<file path="config.mk">
export PLATFORM = sky130hd
export DESIGN_NAME = fetch_unit
export DESIGN_NICKNAME = d
export VERILOG_FILES = /design/src/rtl/fetch_unit_pkg.sv /design/src/rtl/fetch_unit_pcsel.sv /design/src/rtl/fetch_unit.sv
export SDC_FILE = /design/constraint.sdc
export NUM_CORES = 1
export LEC_CHECK = 0
export ABC_AREA = 1
export BUFFER_PORTS_ARGS = -buffer_cell sky130_fd_sc_hd__buf_2
export CORE_MARGIN = 4
export CORE_UTILIZATION = 55
export CTS_CLUSTER_SIZE = 40
export DETAILED_ROUTE_END_ITERATION = 6
export PLACE_DENSITY_LB_ADDON = 0.12
export SLEW_MARGIN = 20
export SYNTH_ARGS = -nofsm -noshare
export SYNTH_HDL_FRONTEND = slang
export SYNTH_SLANG_ARGS = --single-unit
</file>
<file path="constraint.sdc">
create_clock -name clk -period 3.4 [get_ports clk]
set_input_delay 0.68 -clock clk [delete_from_list [all_inputs] [get_ports clk]]
set_output_delay 0.68 -clock clk [all_outputs]
set_load 0.01 [all_outputs]
</file>
<file path="src/rtl/fetch_unit_pkg.sv">
// Shared types and constants for the instruction-fetch stage.
// Holds the common word/address types, the fetch/decode pipeline view and
// the fetch FSM state encoding.
package fetch_unit_pkg;

    localparam int          ADDR_W_DEF   = 64;
    localparam logic [63:0] PC_RESET_DEF = 64'h0000_0000_8000_0000;
    localparam logic [31:0] NOP_INSTR    = 32'h0000_0013;

    typedef logic [31:0] word_t;
    typedef logic [63:0] addr_t;

    // Fetch FSM: idle, request presented on the bus, waiting for data.
    typedef enum logic [1:0] {
        IDLE = 2'd0,
        REQ  = 2'd1,
        WAIT = 2'd2
    } fetch_state_t;

    // Decode-facing view of the fetch/decode pipeline register.
    typedef struct packed {
        logic  valid;
        logic  exc;
        addr_t pc;
        word_t instr;
    } fetch_decode_t;

    // A fetch address is misaligned when it is not on a 4-byte boundary.
    function automatic logic is_misaligned(input logic [1:0] pc_lo);
        return (pc_lo != 2'b00);
    endfunction

endpackage

</file>
<file path="src/rtl/fetch_unit_pcsel.sv">
// Next-PC selection for the fetch stage (purely combinational).
// A redirect always wins; a completed, non-discarded fetch advances by 4
// (wrapping modulo 2^ADDR_W); otherwise the PC holds.
module fetch_pcsel #(
    parameter int ADDR_W = 64
) (
    input  logic              i_redirect_valid,
    input  logic [ADDR_W-1:0] i_redirect_pc,
    input  logic              i_complete,
    input  logic              i_discard,
    input  logic [ADDR_W-1:0] i_pc,
    output logic [ADDR_W-1:0] o_next_pc
);

    localparam logic [ADDR_W-1:0] PC_STEP = ADDR_W'(32'd4);

    // Pick the next PC from redirect, sequential advance or hold.
    always_comb begin
        o_next_pc = i_pc;
        if (i_redirect_valid) begin
            o_next_pc = i_redirect_pc;
        end else if (i_complete && !i_discard) begin
            o_next_pc = i_pc + PC_STEP;
        end else begin
            o_next_pc = i_pc;
        end
    end

endmodule

</file>
<file path="src/rtl/fetch_unit.sv">
// Instruction-fetch stage: owns the PC, keeps at most one instruction-bus
// request outstanding and fills the fetch/decode register consumed by decode.
// Redirects from execute beat decode stalls and returning data; a response
// to a request that was overtaken by a redirect is dropped via r_discard.
// Optional build macro FETCH_MISALIGN_EN: a misaligned PC raises a fetch
// exception (nop + fd_exc) instead of going out on the bus, and fetch then
// parks until the next redirect.
module fetch_unit
    import fetch_unit_pkg::*;
#(
    parameter int                ADDR_W   = ADDR_W_DEF,
    parameter logic [ADDR_W-1:0] PC_RESET = ADDR_W'(PC_RESET_DEF)
) (
    input  logic              clk,
    input  logic              resetn,
    input  logic              stall,
    input  logic              redirect_valid,
    input  logic [ADDR_W-1:0] redirect_pc,
    output logic              ireq_valid,
    output logic [ADDR_W-1:0] ireq_addr,
    input  logic              iresp_addr_ok,
    input  logic              iresp_data_ok,
    input  logic [31:0]       iresp_data,
    output logic              fd_valid,
    output logic [ADDR_W-1:0] fd_pc,
    output logic [31:0]       fd_instr,
    output logic              fd_exc
);

    fetch_state_t      r_state;
    fetch_state_t      w_state_nxt;
    logic [ADDR_W-1:0] r_pc;
    logic [ADDR_W-1:0] w_pc_nxt;
    logic              r_discard;
    logic              w_discard_nxt;
    logic              r_ireq_valid;
    logic              w_ireq_valid_nxt;
    logic [ADDR_W-1:0] r_ireq_addr;
    logic [ADDR_W-1:0] w_ireq_addr_nxt;
    logic              r_fd_valid;
    logic              w_fd_valid_nxt;
    logic [ADDR_W-1:0] r_fd_pc;
    logic [ADDR_W-1:0] w_fd_pc_nxt;
    logic [31:0]       r_fd_instr;
    logic [31:0]       w_fd_instr_nxt;

    logic              w_slot_free;
    logic              w_consume;
    logic              w_complete;
    logic              w_misalign_chk;
    logic              w_fetch_en;
    logic              w_misalign_hit;

    assign ireq_valid = r_ireq_valid;
    assign ireq_addr  = r_ireq_addr;
    assign fd_valid   = r_fd_valid;
    assign fd_pc      = r_fd_pc;
    assign fd_instr   = r_fd_instr;

`ifdef FETCH_MISALIGN_EN
    logic r_fd_exc;
    logic r_halt;

    assign w_misalign_chk = is_misaligned(r_pc[1:0]);
    assign w_fetch_en     = !r_halt;
    assign fd_exc         = r_fd_exc;

    // Exception flag follows the slot; park flag holds fetch until a redirect.
    always_ff @(posedge clk or negedge resetn) begin
        if (!resetn) begin
            r_fd_exc <= 1'b0;
            r_halt   <= 1'b0;
        end else begin
            if (redirect_valid || w_complete) begin
                r_fd_exc <= 1'b0;
            end else if (w_misalign_hit) begin
                r_fd_exc <= 1'b1;
            end else if (w_consume) begin
                r_fd_exc <= 1'b0;
            end else begin
                r_fd_exc <= r_fd_exc;
            end

            if (redirect_valid) begin
                r_halt <= 1'b0;
            end else if (w_misalign_hit) begin
                r_halt <= 1'b1;
            end else begin
                r_halt <= r_halt;
            end
        end
    end
`else
    assign w_misalign_chk = 1'b0;
    assign w_fetch_en     = 1'b1;
    assign fd_exc         = 1'b0;
`endif

    // Slot occupancy and bus completion qualifiers.
    always_comb begin
        w_slot_free = !r_fd_valid || !stall;
        w_consume   = r_fd_valid && !stall;
        w_complete  = ((r_state == REQ) && iresp_addr_ok && iresp_data_ok) ||
                      ((r_state == WAIT) && iresp_data_ok);
    end

    fetch_pcsel #(
        .ADDR_W(ADDR_W)
    ) u_pcsel (
        .i_redirect_valid(redirect_valid),
        .i_redirect_pc   (redirect_pc),
        .i_complete      (w_complete),
        .i_discard       (r_discard),
        .i_pc            (r_pc),
        .o_next_pc       (w_pc_nxt)
    );

    // Fetch FSM next state, bus request and discard tracking.
    always_comb begin
        w_state_nxt      = r_state;
        w_ireq_valid_nxt = r_ireq_valid;
        w_ireq_addr_nxt  = r_ireq_addr;
        w_discard_nxt    = r_discard;
        w_misalign_hit   = 1'b0;
        case (r_state)
            IDLE: begin
                if (redirect_valid) begin
                    w_state_nxt = IDLE;
                end else if (w_slot_free && w_fetch_en) begin
                    if (w_misalign_chk) begin
                        w_misalign_hit = 1'b1;
                        w_state_nxt    = IDLE;
                    end else begin
                        w_state_nxt      = REQ;
                        w_ireq_valid_nxt = 1'b1;
                        w_ireq_addr_nxt  = r_pc;
                    end
                end else begin
                    w_state_nxt = IDLE;
                end
            end
            REQ: begin
                if (iresp_addr_ok) begin
                    w_ireq_valid_nxt = 1'b0;
                    w_state_nxt      = iresp_data_ok ? IDLE : WAIT;
                end else begin
                    w_state_nxt = REQ;
                end
            end
            WAIT: begin
                if (iresp_data_ok) begin
                    w_state_nxt = IDLE;
                end else begin
                    w_state_nxt = WAIT;
                end
            end
            default: begin
                w_state_nxt      = IDLE;
                w_ireq_valid_nxt = 1'b0;
            end
        endcase

        if (w_complete) begin
            w_discard_nxt = 1'b0;
        end else if (redirect_valid && (r_state != IDLE)) begin
            w_discard_nxt = 1'b1;
        end else begin
            w_discard_nxt = r_discard;
        end
    end

    // Fetch/decode register next value: redirect > completion > exception > consume.
    always_comb begin
        w_fd_valid_nxt = r_fd_valid;
        w_fd_pc_nxt    = r_fd_pc;
        w_fd_instr_nxt = r_fd_instr;
        if (redirect_valid) begin
            w_fd_valid_nxt = 1'b0;
        end else if (w_complete && !r_discard) begin
            w_fd_valid_nxt = 1'b1;
            w_fd_pc_nxt    = r_pc;
            w_fd_instr_nxt = iresp_data;
        end else if (w_complete) begin
            w_fd_valid_nxt = 1'b0;
        end else if (w_misalign_hit) begin
            w_fd_valid_nxt = 1'b1;
            w_fd_pc_nxt    = r_pc;
            w_fd_instr_nxt = NOP_INSTR;
        end else if (w_consume) begin
            w_fd_valid_nxt = 1'b0;
        end else begin
            w_fd_valid_nxt = r_fd_valid;
        end
    end

    // State, PC, bus request and fetch/decode registers.
    always_ff @(posedge clk or negedge resetn) begin
        if (!resetn) begin
            r_state      <= IDLE;
            r_pc         <= PC_RESET;
            r_discard    <= 1'b0;
            r_ireq_valid <= 1'b0;
            r_ireq_addr  <= {ADDR_W{1'b0}};
            r_fd_valid   <= 1'b0;
            r_fd_pc      <= {ADDR_W{1'b0}};
            r_fd_instr   <= 32'h0000_0000;
        end else begin
            r_state      <= w_state_nxt;
            r_pc         <= w_pc_nxt;
            r_discard    <= w_discard_nxt;
            r_ireq_valid <= w_ireq_valid_nxt;
            r_ireq_addr  <= w_ireq_addr_nxt;
            r_fd_valid   <= w_fd_valid_nxt;
            r_fd_pc      <= w_fd_pc_nxt;
            r_fd_instr   <= w_fd_instr_nxt;
        end
    end

endmodule

</file>
==> impl_metrics.yaml <==
setup_path:
  critical-path-max-stage-delay_ns: 0.47
  timing.critical_path.mode_cell: "sky130_fd_sc_hd__nand2_1"
  reg2reg_depth: 9
  critPathLaunchType: "flop"
  timing.critical_path.to_type: "flop"
  critical_path.top_delay_family: "simple AND/OR/NAND/NOR gates"
  required_ns: 3.80
  cp.arrival_ns: 2.59
  timing.rr.end: "r_pc[35]"
  crit_chain: "nand2_1 -> nor2_2 -> nand2_1 -> nor2_1 -> nand2_1 -> nor2_1 -> nand2_1 -> nand3_1 -> nand3_1"
  critPathMaxFanout: 6
  worst_r2r_start: "r_pc[4]"
  timing_worst_setup_path_type: "reg2reg"
  worst_reg_to_reg_setup_slack_ns: 1.21
  cp_max_delay_cell: "sky130_fd_sc_hd__nor2_1"
  cp_num_buf_inv: 0
synthesis:
  synth_top_area_cells: "sky130_fd_sc_hd__dfrtp_1 (52%), sky130_fd_sc_hd__nand2_1 (17%), sky130_fd_sc_hd__o21ai_0 (5.8%)"
  synth.top_cells.by_count: "sky130_fd_sc_hd__nand2_1 (499), sky130_fd_sc_hd__dfrtp_1 (228), sky130_fd_sc_hd__o21ai_0 (127)"
  postSynthRegisterBits: 229
  synthCells: 1379
  postSynthAreaPerCell_um2: 7.89
  ys_async_rst_share_pct: 100
  yosys.area.top_type_share_pct: 52.4
  yosys_warning_total: 0
  synth_top_area_cell: "sky130_fd_sc_hd__dfrtp_1"
  yosysMostFrequentCell: "sky130_fd_sc_hd__nand2_1"
  synth_fp_nets: 1482
  edff_count_synth: 0
  yosysUniqueCellTypes: 38
  synth_ff_type: "sky130_fd_sc_hd__dfrtp_1"
  syn_area_mm2: 0.0109
  sequential_cell_area_fraction_in_the_yosys_report_pct: 52.7
clock_network:
  tritoncts: "built"
  cts_repair_resize_count: 0
  clkTransAtPathRegs_ns: 0.06
  worst_skew_pair.late_latency_ns: 0.52
  clock_sinks: 229
  numCtsBuffers: 25
  postCtsSetupRepairBufs: 0
  cts_max_level: 1
  clock-root-buffer: "sky130_fd_sc_hd__clkbuf_16"
  cts_hold_repair.buffers: 0
  clock_path_buffers: 3
final_layout:
  multi_input_gate_area_mm2: 0.00443
  antennaDiodeCount: 0
  seq_area_mm2: 0.00573
  fin_area_mm2: 0.0132
  post_route_cells_drive_above_1_share_pct: 21.3
  synthToLayoutAreaGrowth_pct: 21.7
  final.fill_count: 1667
  layout.nets: 1725
flow_run:
  max_cap_violations: 0
sta:
  totalNegativeSetupSlack_ns: 0
  min_period_over_period_pct: 64.5
  max_freq_mhz: 456
  timing.final.hold_violations: 0
  skew_ns: 0.00965
  worst_tran_pin_value_ns: 0.822
  grt_setup_unrepaired: "false"
  layout_setup_ws_ns: 1.21
  finalSetupViolations: 0
  max_slew_margin_pct: 45.2
  timing_max_transition_violations_final: 0
  post-route-min-period_ns: 2.19
grt:
  grt_usage_pct: 27.7
  grt_pass1_vias: 9613
  grt_antenna_before_repair: 0
  grt_pass1_wl_um: 49500
  grt_start_max_net_pins: 176
  grt-ovfl-total: 0
die:
  dieHeight_um: 149
  die_width_um: 149
  die_area_mm2: 0.0221
  fp.coreArea_mm2: 0.0195
  starting_density_pct: 55.9
  row_count: 51
  top_level_ports: 265
drt:
  routed_wl_um: 31200
  number_of_vias_in_the_routed_layout: 10100
  route.antenna.remaining_nets: 0
  detail_route.drc_violations: 0
  drt_first_pass_iters: 5
  detail_route.vias_per_cell: 5.31
  routed_len_inst_um: 16.4
  drt_first_iter_violations: 809
placement:
  post-place-ws_ns: 0.975
  place_congestion: 1.00
  io_buffer_count: 263
  detailed_place.area_mm2: 0.0124
  dp_hpwl_um: 22400
power:
  power_leakage_nw: 6.79
  peakVddDrop_mv: 0.490
  p_per_area_mw_per_mm2: 768
hold_path:
  hold_path_class: "in2async"
run_status:
  status: "completed"
-- cell type report --
cell class,instances,share of cell area [%]
flip-flops and latches,229,43.3
multi-input cells,984,33.5
repair buffers,275,11.1
clock buffers,34,5.66
inverters,107,3.03
well taps,265,2.50
clock inverters,11,1.01
-- layer usage --
| metal | GRT usage, % | wire length, um |
|---|---|---|
| met5 | 0 | 0 |
| met3 | 6.06 | 2840 |
| met4 | 8.96 | 973 |
| met1 | 38.1 | 13100 |
| met2 | 44.3 | 14300 |
-- power by group --
group / internal (mW) / switching [mW] / leakage (nW)
logic: 1.18 / 1.76 / 3.49
registers: 3.73 / 0.629 / 2.85
clock network: 1.76 / 1.11 / 0.447
total: 6.67 / 3.50 / 6.79
-- kinds of logic (layout without fill, tap and decap cells) --
kind of cell / after synthesis / count (layout) / synth area share [%]
fa+ha+maj: 1 / 1 / 0.115
other cells: 1 / 1 / 0.0345
buf+inv: 166 / 427 / 6.68
flops: 229 / 229 / 52.7
compound gates: 201 / 201 / 9.69
xor+xnor: 18 / 18 / 1.45
simple gates: 763 / 763 / 29.4
-- cell usage in the layout, fill, tap and decap left out, types with 8 or more instances in the layout --
master                      netlist  final
sky130_fd_sc_hd__buf_4            6      8
sky130_fd_sc_hd__nor2_2           8      8
sky130_fd_sc_hd__dfrtp_1        228    228
sky130_fd_sc_hd__a21oi_1         13     13
sky130_fd_sc_hd__o21ai_0        127    127
sky130_fd_sc_hd__nand3b_1        12     12
sky130_fd_sc_hd__inv_1          103    103
sky130_fd_sc_hd__o21ai_1         41     41
sky130_fd_sc_hd__nand4_1         27     27
sky130_fd_sc_hd__xor2_1          17     17
sky130_fd_sc_hd__nand2_1        499    499
sky130_fd_sc_hd__clkbuf_16        0     25
sky130_fd_sc_hd__clkbuf_8         0      9
sky130_fd_sc_hd__nor2_1         125    125
sky130_fd_sc_hd__buf_2           29    262
sky130_fd_sc_hd__o211ai_1        14     14
sky130_fd_sc_hd__nand3_1         68     68
-- worst max-delay path by stage --
stage | from | end | slack, ns | cells past startpoint
finish | r_pc[4] | r_pc[35] | 1.21 | 9
global route | r_pc[4] | r_pc[35] | 1.06 | 9
CTS | r_pc[4] | r_pc[35] | 1.23 | 9
detailed placement | iresp_addr_ok | r_pc[48] | 0.98 | 10
global placement | iresp_addr_ok | r_pc[40] | 1.03 | 10
floorplan | iresp_addr_ok | fd_pc[56] | 1.68 | 9
-- sequential cells by signal (all words and copies together) (netlist names) --
name        cells
r_state         2
fd_pc          64
ireq_addr      64
fd_valid        1
fd_instr       32
r_pc           64
ireq_valid      1
r_discard       1
-- metrics by stage --
stage / std cells / total power [mW] / hold slack [ns] / utilization [%]
2_1_floorplan: 1379 / 5.93 / 0.384 / -
3_3_place_gp: 1860 / 7.26 / 0.460 / 63.5
3_5_place_dp: 1860 / 7.35 / 0.461 / 63.5
4_1_cts: 1905 / 10.3 / 0.186 / 68.1
5_1_grt: 1905 / 10.8 / 0.212 / 68.1
6_report: 1905 / 10.2 / 0.166 / 68.1
Note: power is estimated with default switching activity, not from simulation.
